<file path="src/rtl/ysyx_23060171_lsu_pkg.sv">
// Shared types and constants for the load/store unit.
// Optional misalignment trap: LSU_MISALIGN_CHECK_EN.
package ysyx_23060171_lsu_pkg;

  localparam int XLEN   = 32;
  localparam int MASK_W = 8;

  localparam logic [2:0] F3_B  = 3'b000;
  localparam logic [2:0] F3_H  = 3'b001;
  localparam logic [2:0] F3_W  = 3'b010;
  localparam logic [2:0] F3_BU = 3'b100;
  localparam logic [2:0] F3_HU = 3'b101;

  typedef enum logic [1:0] {
    S_IDLE,
    S_WAIT,
    S_ACCESS,
    S_RESP
  } lsu_state_e;

  typedef struct packed {
    logic [XLEN-1:0] addr;
    logic [XLEN-1:0] wdata;
    logic [2:0]      funct3;
    logic            is_load;
    logic            is_store;
  } lsu_op_t;

  function automatic logic misaligned(
    input logic [2:0] f3,
    input logic [1:0] lo
  );
    case (f3)
      F3_H, F3_HU: misaligned = lo[0];
      F3_W:        misaligned = |lo;
      default:     misaligned = 1'b0;
    endcase
  endfunction

endpackage

</file>
<file path="src/rtl/ysyx_23060171_lsu_fmt.sv">
// Load extraction/extension and store lane/mask generation.
// Purely combinational; lane shift is clipped to the access width.
module ysyx_23060171_lsu_fmt
  import ysyx_23060171_lsu_pkg::*;
(
  input  logic [2:0]        funct3,
  input  logic [1:0]        lane,
  input  logic [XLEN-1:0]   wdata,
  input  logic [XLEN-1:0]   rdata,
  output logic [XLEN-1:0]   ldata,
  output logic [XLEN-1:0]   sdata,
  output logic [MASK_W-1:0] smask
);

  logic [1:0]      sh;
  logic [XLEN-1:0] word;

  always_comb begin
    case (funct3)
      F3_H, F3_HU: sh = {lane[1], 1'b0};
      F3_W:        sh = 2'b00;
      default:     sh = lane;
    endcase
  end

  assign word = rdata >> {sh, 3'b000};

  always_comb begin
    ldata = '0;
    case (funct3)
      F3_B:    ldata = {{24{word[7]}}, word[7:0]};
      F3_BU:   ldata = {24'h0, word[7:0]};
      F3_H:    ldata = {{16{word[15]}}, word[15:0]};
      F3_HU:   ldata = {16'h0, word[15:0]};
      F3_W:    ldata = word;
      default: ldata = '0;
    endcase
  end

  always_comb begin
    sdata = '0;
    smask = '0;
    case (funct3)
      F3_B: begin
        sdata = {4{wdata[7:0]}};
        smask = {4'b0000, 4'b0001 << sh};
      end
      F3_H: begin
        sdata = {2{wdata[15:0]}};
        smask = {4'b0000, 4'b0011 << sh};
      end
      F3_W: begin
        sdata = wdata;
        smask = 8'h0F;
      end
      default: begin
        sdata = '0;
        smask = '0;
      end
    endcase
  end

endmodule

</file>
<file path="src/rtl/ysyx_23060171_lsu.sv">
// Load/store unit: EXU handshake in, data memory port out, WBU handshake out.
// Define LSU_MISALIGN_CHECK_EN to trap misaligned half/word accesses.
module ysyx_23060171_lsu
  import ysyx_23060171_lsu_pkg::*;
#(
  parameter int LATENCY = 1,
  parameter int CNT_W   = 4
) (
  input  logic              clk,
  input  logic              rst,
  input  logic              in_valid,
  output logic              in_ready,
  input  logic [XLEN-1:0]   in_addr,
  input  logic [XLEN-1:0]   in_wdata,
  input  logic [2:0]        in_funct3,
  input  logic              in_is_load,
  input  logic              in_is_store,
  output logic              out_valid,
  input  logic              out_ready,
  output logic [XLEN-1:0]   out_rdata,
  output logic              out_err,
  output logic              mem_valid,
  output logic              mem_wen,
  output logic [XLEN-1:0]   mem_raddr,
  output logic [XLEN-1:0]   mem_waddr,
  output logic [XLEN-1:0]   mem_wdata,
  output logic [MASK_W-1:0] mem_wmask,
  input  logic [XLEN-1:0]   mem_rdata
);

  lsu_state_e        state;
  lsu_state_e        state_nx;
  lsu_op_t           op_q;
  logic [CNT_W-1:0]  cnt;
  logic [XLEN-1:0]   rdata_q;
  logic              accept;
  logic              is_mem;
  logic              bad;
  logic [XLEN-1:0]   ldata;
  logic [XLEN-1:0]   sdata;
  logic [MASK_W-1:0] smask;
  logic [XLEN-1:0]   waddr;

  assign accept = in_valid && in_ready;
  assign is_mem = in_is_load || in_is_store;

`ifdef LSU_MISALIGN_CHECK_EN
  logic err_q;

  assign bad     = is_mem && misaligned(in_funct3, in_addr[1:0]);
  assign out_err = out_valid && err_q;

  always_ff @(posedge clk or posedge rst) begin
    if (rst) begin
      err_q <= 1'b0;
    end else if (accept) begin
      err_q <= bad;
    end
  end
`else
  assign bad     = 1'b0;
  assign out_err = 1'b0;
`endif

  ysyx_23060171_lsu_fmt u_fmt (
    .funct3 (op_q.funct3),
    .lane   (op_q.addr[1:0]),
    .wdata  (op_q.wdata),
    .rdata  (mem_rdata),
    .ldata  (ldata),
    .sdata  (sdata),
    .smask  (smask)
  );

  always_comb begin
    state_nx = state;
    unique case (state)
      S_IDLE: begin
        if (accept) begin
          if (!is_mem || bad)    state_nx = S_RESP;
          else if (LATENCY == 0) state_nx = S_ACCESS;
          else                   state_nx = S_WAIT;
        end
      end
      S_WAIT:   if (cnt == '0) state_nx = S_ACCESS;
      S_ACCESS: state_nx = S_RESP;
      S_RESP:   if (out_ready) state_nx = S_IDLE;
      default:  state_nx = S_IDLE;
    endcase
  end

  always_ff @(posedge clk or posedge rst) begin
    if (rst) begin
      state   <= S_IDLE;
      op_q    <= '0;
      cnt     <= '0;
      rdata_q <= '0;
    end else begin
      state <= state_nx;
      if (accept) begin
        op_q.addr     <= in_addr;
        op_q.wdata    <= in_wdata;
        op_q.funct3   <= in_funct3;
        op_q.is_load  <= in_is_load;
        op_q.is_store <= in_is_store;
        cnt           <= (LATENCY == 0) ? '0 : CNT_W'(LATENCY - 1);
        // non-memory and trapped ops answer 0
        rdata_q       <= '0;
      end else if (state == S_WAIT) begin
        cnt <= cnt - 1'b1;
      end else if (state == S_ACCESS) begin
        rdata_q <= op_q.is_load ? ldata : '0;
      end
    end
  end

  assign in_ready  = (state == S_IDLE);
  assign out_valid = (state == S_RESP);
  assign out_rdata = out_valid ? rdata_q : '0;

  assign waddr     = {op_q.addr[XLEN-1:2], 2'b00};
  assign mem_valid = (state == S_ACCESS);
  assign mem_wen   = mem_valid && op_q.is_store;
  assign mem_raddr = mem_valid ? waddr : '0;
  assign mem_waddr = mem_valid ? waddr : '0;
  assign mem_wdata = mem_wen ? sdata : '0;
  assign mem_wmask = mem_wen ? smask : '0;

endmodule

</file>
<file path="config.mk">
export PLATFORM = sky130hd
export DESIGN_NAME = ysyx_23060171_lsu
export DESIGN_NICKNAME = d
export VERILOG_FILES = /design/src/rtl/ysyx_23060171_lsu_pkg.sv /design/src/rtl/ysyx_23060171_lsu_fmt.sv /design/src/rtl/ysyx_23060171_lsu.sv
export SDC_FILE = /design/constraint.sdc
export NUM_CORES = 1
export LEC_CHECK = 0
export CAP_MARGIN = 20
export CORE_AREA = 2 2 123 125
export CTS_CLUSTER_SIZE = 25
export DETAILED_ROUTE_END_ITERATION = 6
export DIE_AREA = 0 0 125 127
export HOLD_SLACK_MARGIN = 0.15
export PLACE_DENSITY = 0.79
export SLEW_MARGIN = 20
export SYNTH_ARGS = -nofsm -noshare
export SYNTH_HDL_FRONTEND = slang
export SYNTH_SLANG_ARGS = --single-unit
</file>
<file path="constraint.sdc">
create_clock -name clk -period 3.8 [get_ports clk]
set_input_delay 0.57 -clock clk [delete_from_list [all_inputs] [get_ports clk]]
set_output_delay 0.57 -clock clk [all_outputs]
set_load 0.05 [all_outputs]
</file>
# == After elaboration in Yosys (flattened, before gate mapping) ==
# Index checks and enable logic that the tools add are counted.
# W data, S select, Z words.
# op_classes
eq_ne,11
n_shift,3
n_mux,19
reduce_logical,11
n_addsub,1
# ops
operator,count
$mux W32,7
$pmux W32 S5,1
$pmux W32 S3,1
$shr A32 B5 Y32,1
$pmux W4 S3,1
$mux W2,4
$mux W4,2
$mux W8,1
$pmux W2 S4,1
$eq A3 B3 Y1 const B,2
$eq A2 B2 Y1 const B,2
$logic_not A4 Y1,1
$ne A2 B1 Y1 const B,2
$ne A2 B2 Y1 const B,2
$pmux W2 S2,1
$reduce_bool A2 Y1,2
$shl A1 B2 Y4 const A,1
$shl A2 B2 Y4 const A,1
$sub A4 B1 Y4 const B,1
$eq A3 B1 Y1 const B,1
$eq A3 B2 Y1 const B,1
$logic_not A3 Y1,1
$reduce_and A3 Y1,1
$eq A2 B1 Y1 const B,1
5 further kinds,6
# word_totals
reg_bits,107
out_inout_bits,141
input_bits,105

# == Depth between registers and ports, before layout ==
# Gate-level depths: netlist of run 1.
# depth
depth_word,9
depth_mapped,9

# == Cells and area by module ==
# Synthesis of run 1 repeated with hierarchy kept, for this count alone.
# unflattened
hier_cells,809
area_unflattened_um2,6643.9
# modules_own_cells
module,instances,area_each_um2,cells_each,seq_area_each_um2
ysyx_23060171_lsu,1,5360.1,593,2677.6
ysyx_23060171_lsu_fmt,1,1283.7,216,0.0

# == Worst setup path before layout of run 1 ==
# OpenSTA, ideal clock, no wires.
# synth_timing
kind,register -> output
start,register state[0]
end,output port mem_wmask[1]
setup_slack_ps,269
stages_incl_launch_ff,9
arrival_time_ps,2961
cell_sequence,dfrtp_1 -> inv_1 -> ha_1 -> and2_1 -> nand2b_1 -> buf_2 -> a21o_1 -> clkbuf_1 -> a21oi_1
# synth_via
elab_chain_len,3
# synth_rtl
element,line_no,rtl
"start, declared",ysyx_23060171_lsu.sv:31,lsu_state_e state;
"start signal, assigned",ysyx_23060171_lsu.sv:99,state <= state_nx;
$eq A2 B2 Y1,ysyx_23060171_lsu.sv:122,assign mem_valid = (state == S_ACCESS);
via mem_valid,ysyx_23060171_lsu.sv:22,"output logic mem_valid,"
$logic_and A1 B1 Y1,ysyx_23060171_lsu.sv:123,assign mem_wen = mem_valid && op_q.is_store;
via mem_wen,ysyx_23060171_lsu.sv:23,"output logic mem_wen,"
$mux W8,ysyx_23060171_lsu.sv:127,assign mem_wmask = mem_wen ? smask : '0;
"end, declared",ysyx_23060171_lsu.sv:27,"output logic [MASK_W-1:0] mem_wmask,"
# The timed path passes the listed nets, and every way through them passes these cells.

# == Worst setup path after layout of run 1 ==
# layout_timing
start,register state[0]
end,output port out_rdata[13]
# layout_via
elab_chain_len,2
# layout_rtl
element,line_no,rtl
$eq A2 B2 Y1,ysyx_23060171_lsu.sv:118,assign out_valid = (state == S_RESP);
$mux W32,ysyx_23060171_lsu.sv:119,assign out_rdata = out_valid ? rdata_q : '0;
"end, declared",ysyx_23060171_lsu.sv:20,"output logic [XLEN-1:0] out_rdata,"
# Every way passes these cells.

==> metrics, run 1 <==
outcome finished, final reports clean; min cycle time layout 3.11 ns; core footprint 0.0144 mm^2; met2 routed WL roughly 9000 um; transition time at the pin with the least slew margin between 0.8 and 0.9 ns; final cell count without fillers between 1k and 1.5k; # DRC 0; power density cells between 800 and 900 mW/mm^2; Distinct cells, synth 54; kind of critical path reg -> out; share of final-layout standard cells stronger than drive strength 1 0.0929; Crit path required time about 3.2 ns; Yosys top cell area share 0.428; clock slew seen by the registers of the worst setup and hold paths about 0.070 ns; number of cells on the worst hold path 2; number of cell rows between 40 and 50; Post-synth EDFFs 0; register-to-register path setup slack around 1.3 ns; clock tree from TritonCTS built; Clock Tree Buf Depth 2; highest cell delay on the worst timing path roughly 0.8 ns; worst voltage drop across the vdd grid approximately 0.00054 V; Remaining Overflow, GRT 0; worst-skew pair later-pin latency ~0.36 ns; pin count of the biggest net entering global routing 66; ratio of final minimum period to clock period 0.818; DRT met1 WL 7690 um; Detailed Route Iter0 Violations approximately 380; post-synthesis async set-or-reset flop share 1.00; end of the worst hold path op_q[44]; horizontal die dimension roughly 130 um; vertical extent of the die roughly 130 um; total routing usage reported by global routing 0.229; Yosys top cell by area sky130_fd_sc_hd__dfrtp_1; via count around 6k; average wire per cell in the routed design 16.1 um; clock tree sinks 107; max-slew violation total from the final report 0; ordered cell list for the critical path ha_1, and2_1, clkdlybuf4s50_1; Final #Nets between 1k and 1.5k; Hold Crit Start op_q[44]; remaining max-slew budget at the tightest pin 0.448; HPWL after detailed placement between 10000 and 15000 um; deepest level of the CTS H-tree 3; RSZ-0062 raised after global routing no; cell count after synthesis 778; Inserted Clock Buffers 9; sequential cell area fraction in the yosys report 0.428; Leak Pwr approximately 4 nW; most common flop cell mapped by yosys sky130_fd_sc_hd__dfrtp_1; final weighted congestion of routability-driven global placement between 0.8 and 0.9; CTS hold repair buffers 0; Mapped Avg Cell Area about 8 um^2; number of cells after detailed placement 1126; classification of the worst-slack hold path reg -> reg; cell types with the largest area share after synthesis sky130_fd_sc_hd__dfrtp_1 43%, sky130_fd_sc_hd__nand2_1 13%, sky130_fd_sc_hd__and2_1 7.2%, sky130_fd_sc_hd__a21oi_1 6.2%, sky130_fd_sc_hd__buf_4 4.9%; # setup viols final 0; synthesized cell area approximately 0.0063 mm^2; vias in the first global route 5610; count of cells resized by post-cts repair 0; CP Launch Type flip-flop; area added between synthesis and finish 44.2%; Crit Reg-Reg Startpoint op_q[37]; die area approximately 0.016 mm^2; input/output buffers approximately 240; CTS root buffer sky130_fd_sc_hd__clkbuf_16; worst reg-to-reg path cell count 5; flop and latch count out of synthesis around 110; total number of yosys warnings 0; Worst Path Max Fanout 34; length of routed met3 wiring between 1000 and 1500 um; Max Freq about 320 MHz; global-route wire length before repair 29400 um; initial antenna violation count 1; total inserted antenna cells 0; final design utilization 0.626; starting density of the core 0.434; kind of capture point of the worst setup path output port; TritonRoute pass-1 iters 4; arrival time worst endpoint about 2.5 ns; Fin. Hold Viols 0; final-layout setup total negative slack 0 ns; Via-to-Cell Ratio around 5.2; max cap viols 0; number of antenna-violating nets in the routed design 0; Post-CTS Setup Inserts 0; number of placed I/O pins between 200 and 250; DR top layer met5; Post-Route WL between 15000 and 20000 um; Clock Skews just under 0.009 ns; Worst R2R End rdata_q[27]; critical path's slowest cell sky130_fd_sc_hd__clkdlybuf4s50_1
[metal layers]
metal  track usage  vias to the layer above
met2         0.379                      223
met4        0.0673                        2
li1              -                     2851
met1         0.299                     2820
met5             0                        -
met3        0.0574                       22
[how the worst max path moves through the flow]
stage	to	slack [ns]	depth (start not counted)	from
3_5_place_dp	out_rdata[13]	1.02	3	state[0]
5_1_grt	out_rdata[13]	0.46	3	state[0]
4_1_cts	out_rdata[13]	0.64	3	state[0]
2_1_floorplan	mem_wmask[1]	0.27	8	state[0]
6_report	out_rdata[13]	0.69	3	state[0]
3_3_place_gp	out_rdata[17]	1.15	3	state[0]
[cell usage in the layout (no fill, tap or decap), types with 5 or more instances in the layout]
| cell | Yosys | layout |
|---|---|---|
| sky130_fd_sc_hd__dfrtp_1 | 107 | 107 |
| sky130_fd_sc_hd__a211oi_1 | 5 | 5 |
| sky130_fd_sc_hd__buf_4 | 41 | 18 |
| sky130_fd_sc_hd__nor2_1 | 55 | 55 |
| sky130_fd_sc_hd__a21oi_2 | 11 | 11 |
| sky130_fd_sc_hd__and3b_1 | 5 | 5 |
| sky130_fd_sc_hd__a31oi_1 | 5 | 5 |
| sky130_fd_sc_hd__o21ai_0 | 29 | 29 |
| sky130_fd_sc_hd__clkdlybuf4s50_1 | 0 | 200 |
| sky130_fd_sc_hd__a21oi_1 | 77 | 77 |
| sky130_fd_sc_hd__nor2b_1 | 12 | 12 |
| sky130_fd_sc_hd__conb_1 | 1 | 9 |
| sky130_fd_sc_hd__o31ai_1 | 5 | 5 |
| sky130_fd_sc_hd__a21o_1 | 6 | 6 |
| sky130_fd_sc_hd__nand2_1 | 224 | 223 |
| sky130_fd_sc_hd__clkbuf_16 | 0 | 9 |
| sky130_fd_sc_hd__ha_1 | 6 | 6 |
| sky130_fd_sc_hd__inv_1 | 12 | 11 |
| sky130_fd_sc_hd__buf_12 | 0 | 30 |
| sky130_fd_sc_hd__a221oi_1 | 8 | 8 |
| sky130_fd_sc_hd__and2_1 | 72 | 71 |
[power breakdown]
part | internal, mW | switching (mW) | leakage [nW]
Sequential | 1.63 | 0.342 | 1.36
Clock | 0.482 | 0.422 | 0.128
Combinational | 1.59 | 2.98 | 2.53
[area by class of cell]
cell class	instances	area [um^2]
Tap cell	184	230
Clock buffer	13	260
Clock inverter	3	22.5
Timing Repair Buffer	248	2740
Inverter	12	47.5
Fill cell	1248	5390
Sequential cell	107	2680
Multi-Input combinational cell	575	3050
[cells by family after synthesis]
| family | count (synthesis) | synth area share |
|---|---|---|
| multiplexers | 5 | 0.0152 |
| buffers and inverters | 104 | 0.0899 |
| AO/OA/AOI/OAI | 163 | 0.166 |
| flip-flops | 107 | 0.428 |
| AND/OR/NAND/NOR | 389 | 0.285 |
| XOR/XNOR | 3 | 0.00420 |
| adder cells (fa/ha/maj) | 6 | 0.0120 |
| other | 1 | 0.000599 |
[per-stage QoR]
stage / cell area (um^2) / total power, mW / hold WS [ns] / worst slack (ns)
after floorplan: 6290 / 5.31 / 0.437 / 0.269
after global placement: 8750 / 6.46 / 0.450 / 1.15
after detailed placement: 8750 / 6.55 / 0.455 / 1.02
after CTS: 9030 / 7.48 / 0.472 / 0.639
after global routing: 9030 / 7.95 / 0.487 / 0.463
final: 9030 / 7.44 / 0.470 / 0.692
[flip-flops by register name, summed over array words and instances (netlist names)]
name,count
cnt,4
op_q,69
rdata_q,32
state,2
[critical path, delay by kind of cell, from the launching register on]
kind,cells,cell delay [ns]
fa+ha+maj,1,0.72
buf+inv,1,0.80
flops,1,0.41
simple gates,1,0.24
[Yosys cell counts (4+ instances only)]
master / number
sky130_fd_sc_hd__a31oi_1: 5
sky130_fd_sc_hd__o21ai_0: 29
sky130_fd_sc_hd__a21oi_2: 11
sky130_fd_sc_hd__inv_1: 12
sky130_fd_sc_hd__a22oi_1: 4
sky130_fd_sc_hd__a21o_1: 6
sky130_fd_sc_hd__buf_4: 41
sky130_fd_sc_hd__o31ai_1: 5
sky130_fd_sc_hd__a21oi_1: 77
sky130_fd_sc_hd__and2_1: 72
sky130_fd_sc_hd__and4_1: 4
sky130_fd_sc_hd__a211oi_1: 5
sky130_fd_sc_hd__a221oi_1: 8
sky130_fd_sc_hd__dfrtp_1: 107
sky130_fd_sc_hd__and3b_1: 5
sky130_fd_sc_hd__ha_1: 6
sky130_fd_sc_hd__nor2_1: 55
sky130_fd_sc_hd__nand2_1: 224
sky130_fd_sc_hd__buf_1: 7
sky130_fd_sc_hd__nor2b_1: 12
sky130_fd_sc_hd__clkbuf_1: 34
sky130_fd_sc_hd__buf_2: 9
Note: power is estimated with default switching activity, not from simulation.
==> run 2, diff against run 1 <==
==> constraint.sdc (replaced) <==
create_clock -name clk -period 3.2 [get_ports clk]
set_input_delay 0.48 -clock clk [delete_from_list [all_inputs] [get_ports clk]]
set_output_delay 0.48 -clock clk [all_outputs]
set_load 0.05 [all_outputs]
==> run 2 against run 1 <==
Against the previous run:
- clock skew fell by 0.00065 ns
- sequential power increased by 22%
- clock power increased by 21%
- die area stayed put
- critical path type unchanged
- critical endpoint is now mem_wdata[23]
==> metrics, run 2 (synthesis gave the netlist of run 1 again) <==
Worst R2R End rdata_q[29]; global-route wire length before repair approximately 31000 um; worst reg-to-reg path cell count 5; Fin. Hold Viols 0; Inserted Clock Buffers 9; top flop regs op_q: 69 flops, rdata_q: 32 flops, cnt: 4 flops; ratio of final minimum period to clock period 0.923; sequential share of power 0.269; Hold Crit Start op_q[50]; die area ~0.016 mm^2; vias in the first global route slightly below 6k; Final #Nets 1067; Via-to-Cell Ratio between 5 and 6; transition time at the pin with the least slew margin between 0.8 and 0.9 ns; commonest cells after routing, fill and taps aside 223 x sky130_fd_sc_hd__nand2_1, 199 x sky130_fd_sc_hd__clkdlybuf4s50_1, 107 x sky130_fd_sc_hd__dfrtp_1; register-to-register path setup slack ~0.56 ns; # setup viols final 0; max cap viols 0; NetSw 4.50 mW; arrival time worst endpoint about 2.5 ns; initial antenna violation count 1; minimum hold slack ~0.47 ns; classification of the worst-slack hold path reg -> reg; RSZ-0062 raised after global routing no; Leak Pwr a little over 4 nW; deepest level of the CTS H-tree 3; number of placed I/O pins ~250; CTS root buffer sky130_fd_sc_hd__clkbuf_16; number of cell rows between 40 and 50; area added between synthesis and finish 46.5%; Worst Path Max Fanout 20; Post-Route WL approximately 19000 um; kind of critical path reg -> out; power density cells a little under 1000 mW/mm^2; Crit path required time about 2.7 ns; kind of capture point of the worst setup path output port; Final Power a little under 9 mW; number of cells on the worst hold path 2; register bank with the most flops op_q; CTS hold repair buffers 0; # DRC 0; pin count of the biggest net entering global routing between 70 and 80; min cycle time layout approximately 3.0 ns; end of the worst hold path op_q[50]; max-slew violation total from the final report 0; Largest register FFs 69; input/output buffers around 240; Clock Tree Buf Depth 2; CP Launch Type flip-flop; clock slew seen by the registers of the worst setup and hold paths approximately 0.07 ns; number of fillers in the final layout between 1k and 1.5k; worst-skew pair later-pin latency 0.35 ns; final design utilization 0.636; worst voltage drop across the vdd grid around 0.00054 V; final cell count without fillers between 1k and 1.5k; internal portion of total power between 4 and 5 mW; combinational fraction of design power 0.609; horizontal die dimension around 130 um; Max Freq around 340 MHz; Crit Reg-Reg Startpoint op_q[3]; share of final-layout standard cells stronger than drive strength 1 0.0999; Remaining Overflow, GRT 0; clock tree sinks ~110; number of cells after detailed placement approximately 1.1k; final weighted congestion of routability-driven global placement between 0.8 and 0.9; outcome finished, final reports clean; starting density of the core 0.434; TritonRoute pass-1 iters 5; remaining max-slew budget at the tightest pin 0.411; via count roughly 6k; Detailed Route Iter0 Violations 468; part of the total power dissipated in the clock network 0.122; vertical extent of the die approximately 130 um; final-layout setup total negative slack 0 ns; HPWL after detailed placement 13700 um; clock tree from TritonCTS built; number of antenna-violating nets in the routed design 0; core footprint roughly 0.014 mm^2; Clock Skews between 0.008 and 0.009 ns; switching share of power 0.504; total routing usage reported by global routing 0.237; most common cell after layout, fill and taps aside sky130_fd_sc_hd__nand2_1; average wire per cell in the routed design around 16 um; total inserted antenna cells 0
## run 2: cell count changes in the layout (fill, tap and decap cells not counted), moves of 2 or more
cell	before	now
sky130_fd_sc_hd__buf_12	30	39
sky130_fd_sc_hd__clkinvlp_4	3	5
sky130_fd_sc_hd__clkbuf_1	2	0
sky130_fd_sc_hd__buf_4	18	13
## run 2: what timing repair did
action | 4_1_cts | 5_1_grt
setup endpoints to repair | 0 | 1
setup buffers | 0 | 0
gates resized for setup | 0 | 1
endpoints found under the hold margin | 0 | 0
## run 2: area by class of cell
| cell class | count | area, um^2 | area share |
|---|---|---|---|
| clock buffer | 10 | 239 | 0.0261 |
| clock inverter | 6 | 50.0 | 0.00546 |
| inverter | 12 | 48.8 | 0.00532 |
| multi-input combinational | 575 | 3060 | 0.333 |
| sequential | 107 | 2680 | 0.292 |
| tap | 184 | 230 | 0.0251 |
| timing repair buffer | 251 | 2870 | 0.313 |
## run 2: power groups by stage
stage	logic [mW]	clock network (mW)	registers, mW
floorplan	4.12	0	2.19
finish	5.43	1.09	2.40
global route	5.90	1.15	2.49
CTS	5.46	1.10	2.40
global placement	5.33	0	2.40
detailed placement	5.43	0	2.42
## run 2: worst max-delay path by stage
stage | to | from | cells past startpoint | slack, ns
floorplan | mem_wmask[1] | state[0] | 8 | -0.24
global placement | out_rdata[13] | state[1] | 3 | 0.59
detailed placement | out_rdata[5] | state[1] | 3 | 0.54
CTS | out_rdata[5] | state[1] | 3 | 0.16
global route | mem_wdata[7] | state[0] | 7 | 0.02
finish | mem_wdata[23] | op_q[3] | 5 | 0.25
## run 2: layer usage
layer | track usage | routed length [um] | vias up | part of all wire
met5 | 0 | 16 | - | 0.00085
met4 | 0.0830 | 472 | 2 | 0.025
met3 | 0.0733 | 1670 | 37 | 0.089
met2 | 0.384 | 8970 | 252 | 0.48
met1 | 0.304 | 7650 | 2751 | 0.41
li1 | - | - | 2857 | -
## run 2: worst max-delay path, cell delays in order (launching register included)
cell and delay [ns]:
sky130_fd_sc_hd__dfrtp_1 0.68, sky130_fd_sc_hd__nand2b_1 0.36, sky130_fd_sc_hd__nor2_2 0.54, sky130_fd_sc_hd__a21oi_1 0.16, sky130_fd_sc_hd__nor2_1 0.20, sky130_fd_sc_hd__buf_12 0.17
## run 2: metrics by stage
step | area [um^2] | worst slack (ns)
floorplan | 6290 | -0.241
global placement | 8880 | 0.587
detailed placement | 8880 | 0.540
CTS | 9170 | 0.157
global route | 9170 | 0.0230
finish | 9170 | 0.247
==> run 3, diff against run 2 <==
--- a/config.mk
+++ b/config.mk
@@ -6,12 +6,12 @@
 export NUM_CORES = 1
 export LEC_CHECK = 0
 export CAP_MARGIN = 20
-export CORE_AREA = 2 2 123 125
+export CORE_AREA = 2 2 104 147
 export CTS_CLUSTER_SIZE = 25
 export DETAILED_ROUTE_END_ITERATION = 6
-export DIE_AREA = 0 0 125 127
+export DIE_AREA = 0 0 106 149
 export HOLD_SLACK_MARGIN = 0.15
-export PLACE_DENSITY = 0.79
+export PLACE_DENSITY = 0.8
 export SLEW_MARGIN = 20
 export SYNTH_ARGS = -nofsm -noshare
 export SYNTH_HDL_FRONTEND = slang
==> run 3 against run 2 <==
Against the previous run:
- total power grew 1.4%
- critical endpoint is now mem_raddr[17]
- wire length shrank 0.52%
- die area shrank 0.51%
==> metrics, run 3 (synthesis gave the netlist of run 1 again) <==
outcome finished, final reports clean; critical path's slowest cell sky130_fd_sc_hd__clkdlybuf4s50_1; Via-to-Cell Ratio 5.08; TritonRoute pass-1 iters 5; end of the worst hold path op_q[60]; CTS hold repair buffers 0; RSZ-0062 raised after global routing no; Fin. Hold Viols 0; Final #Nets ~1.1k; min cycle time layout 3.00 ns; power density cells 983 mW/mm^2; Post-Route WL 18700 um; worst-skew pair later-pin latency ~0.35 ns; classification of the worst-slack hold path reg -> reg; Inserted Clock Buffers 9; Hold Crit Start op_q[60]; number of cells on the worst hold path 2; number of fillers in the final layout around 1.3k; CTS root buffer sky130_fd_sc_hd__clkbuf_16; kind of capture point of the worst setup path output port; Max Freq 334 MHz; die area 0.0158 mm^2; register bank with the most flops op_q; input/output buffers ~240; global-route wire length before repair ~30000 um; Final Power about 9.0 mW; vertical extent of the die about 150 um; Crit path required time 2.72 ns; clock slew seen by the registers of the worst setup and hold paths approximately 0.080 ns; worst reg-to-reg path cell count 6; Remaining Overflow, GRT 0; commonest cells after routing, fill and taps aside 223 x sky130_fd_sc_hd__nand2_1, 199 x sky130_fd_sc_hd__clkdlybuf4s50_1, 107 x sky130_fd_sc_hd__dfrtp_1; Largest register FFs 69; count of cells resized by post-cts repair 1; clock tree sinks between 100 and 150; horizontal die dimension 106 um; register-to-register path setup slack 0.56 ns; top flop regs op_q: 69 flops, rdata_q: 32 flops, cnt: 4 flops; kind of critical path reg -> out; number of placed I/O pins roughly 250; total routing usage reported by global routing 0.239; Clock Tree Buf Depth 2; Leak Pwr about 4.1 nW; deepest level of the CTS H-tree 3; number of antenna-violating nets in the routed design 0; average wire per cell in the routed design approximately 16 um; area added between synthesis and finish 47.1%; total inserted antenna cells 0; core footprint between 0.01 and 0.015 mm^2; max cap viols 0; max-slew violation total from the final report 0; highest cell delay on the worst timing path approximately 0.82 ns; Worst R2R End rdata_q[28]; Post-CTS Setup Inserts 0; most common cell after layout, fill and taps aside sky130_fd_sc_hd__nand2_1; final design utilization 0.628; clock tree from TritonCTS built; arrival time worst endpoint 2.52 ns; final weighted congestion of routability-driven global placement around 0.86; via count 5859; remaining max-slew budget at the tightest pin 0.547; number of cell rows 53; Detailed Route Iter0 Violations about 270; HPWL after detailed placement between 10000 and 15000 um; ordered cell list for the critical path inv_1, ha_2, buf_4, and2_1, clkdlybuf4s50_1; worst voltage drop across the vdd grid around 0.00074 V; share of final-layout standard cells stronger than drive strength 1 0.104; # setup viols final 0; vias in the first global route 5749; Crit Reg-Reg Startpoint op_q[3]; Placement Setup Slack approximately 0.38 ns; final cell count without fillers 1154; pin count of the biggest net entering global routing around 110; Setup WS post-layout around 0.20 ns; CP Launch Type flip-flop; final-layout setup total negative slack 0 ns; Worst Path Max Fanout 24; transition time at the pin with the least slew margin ~0.68 ns; ratio of final minimum period to clock period 0.937; # DRC 0; starting density of the core 0.427; number of cells after detailed placement 1138; Clock Skews 0.0134 ns; initial antenna violation count 0
==> run 3: through the flow <==
step / cell area (um^2) / hold slack, ns
global placement: 8900 / 0.450
global route: 9210 / 0.489
floorplan: 6290 / 0.437
finish: 9210 / 0.471
detailed placement: 8900 / 0.454
CTS: 9200 / 0.473
==> run 3: layout make-up <==
| cell class | count | area [um^2] | area share |
|---|---|---|---|
| Multi-Input combinational cell | 575 | 3060 | 0.333 |
| Timing Repair Buffer | 252 | 2880 | 0.313 |
| Tap cell | 192 | 240 | 0.0261 |
| Sequential cell | 107 | 2680 | 0.291 |
| Clock buffer | 9 | 225 | 0.0245 |
| Clock inverter | 7 | 73.8 | 0.00802 |
| Inverter | 12 | 48.8 | 0.00530 |
==> run 3: worst max-delay path: cells and delay by family (launching register included) <==
family | cells | cell delay (ns)
buffers and inverters | 3 | 1.21
DFF | 1 | 0.42
adders and majority gates | 1 | 0.32
and+or+nand+nor | 1 | 0.21
==> run 3: how the worst max path moves through the flow <==
| stage | from | to | slack (ns) | depth (start not counted) |
|---|---|---|---|---|
| CTS | state[0] | mem_wmask[2] | 0.06 | 7 |
| finish | state[0] | mem_raddr[17] | 0.20 | 5 |
| global placement | in_valid | rdata_q[7] | 0.52 | 6 |
| detailed placement | state[0] | mem_wdata[7] | 0.38 | 7 |
| floorplan | state[0] | mem_wmask[1] | -0.24 | 8 |
| global route | state[0] | mem_wmask[3] | 0.02 | 7 |
==> run 3: routing by layer <==
metal  vias to the layer above  GRT usage  wire, um
met5                         -          0         0
met2                       215      0.414      9660
met3                        29     0.0520      1130
li1                       2856          -         -
met1                      2759      0.295      7490
met4                         0     0.0816       406
==> run 3: power breakdown <==
group | internal, mW | leakage, nW | switching [mW] | total, mW
Clock | 0.614 | 0.147 | 0.526 | 1.14
Sequential | 1.93 | 1.36 | 0.465 | 2.40
Combinational | 1.97 | 2.57 | 3.54 | 5.51
Total | 4.51 | 4.07 | 4.54 | 9.05
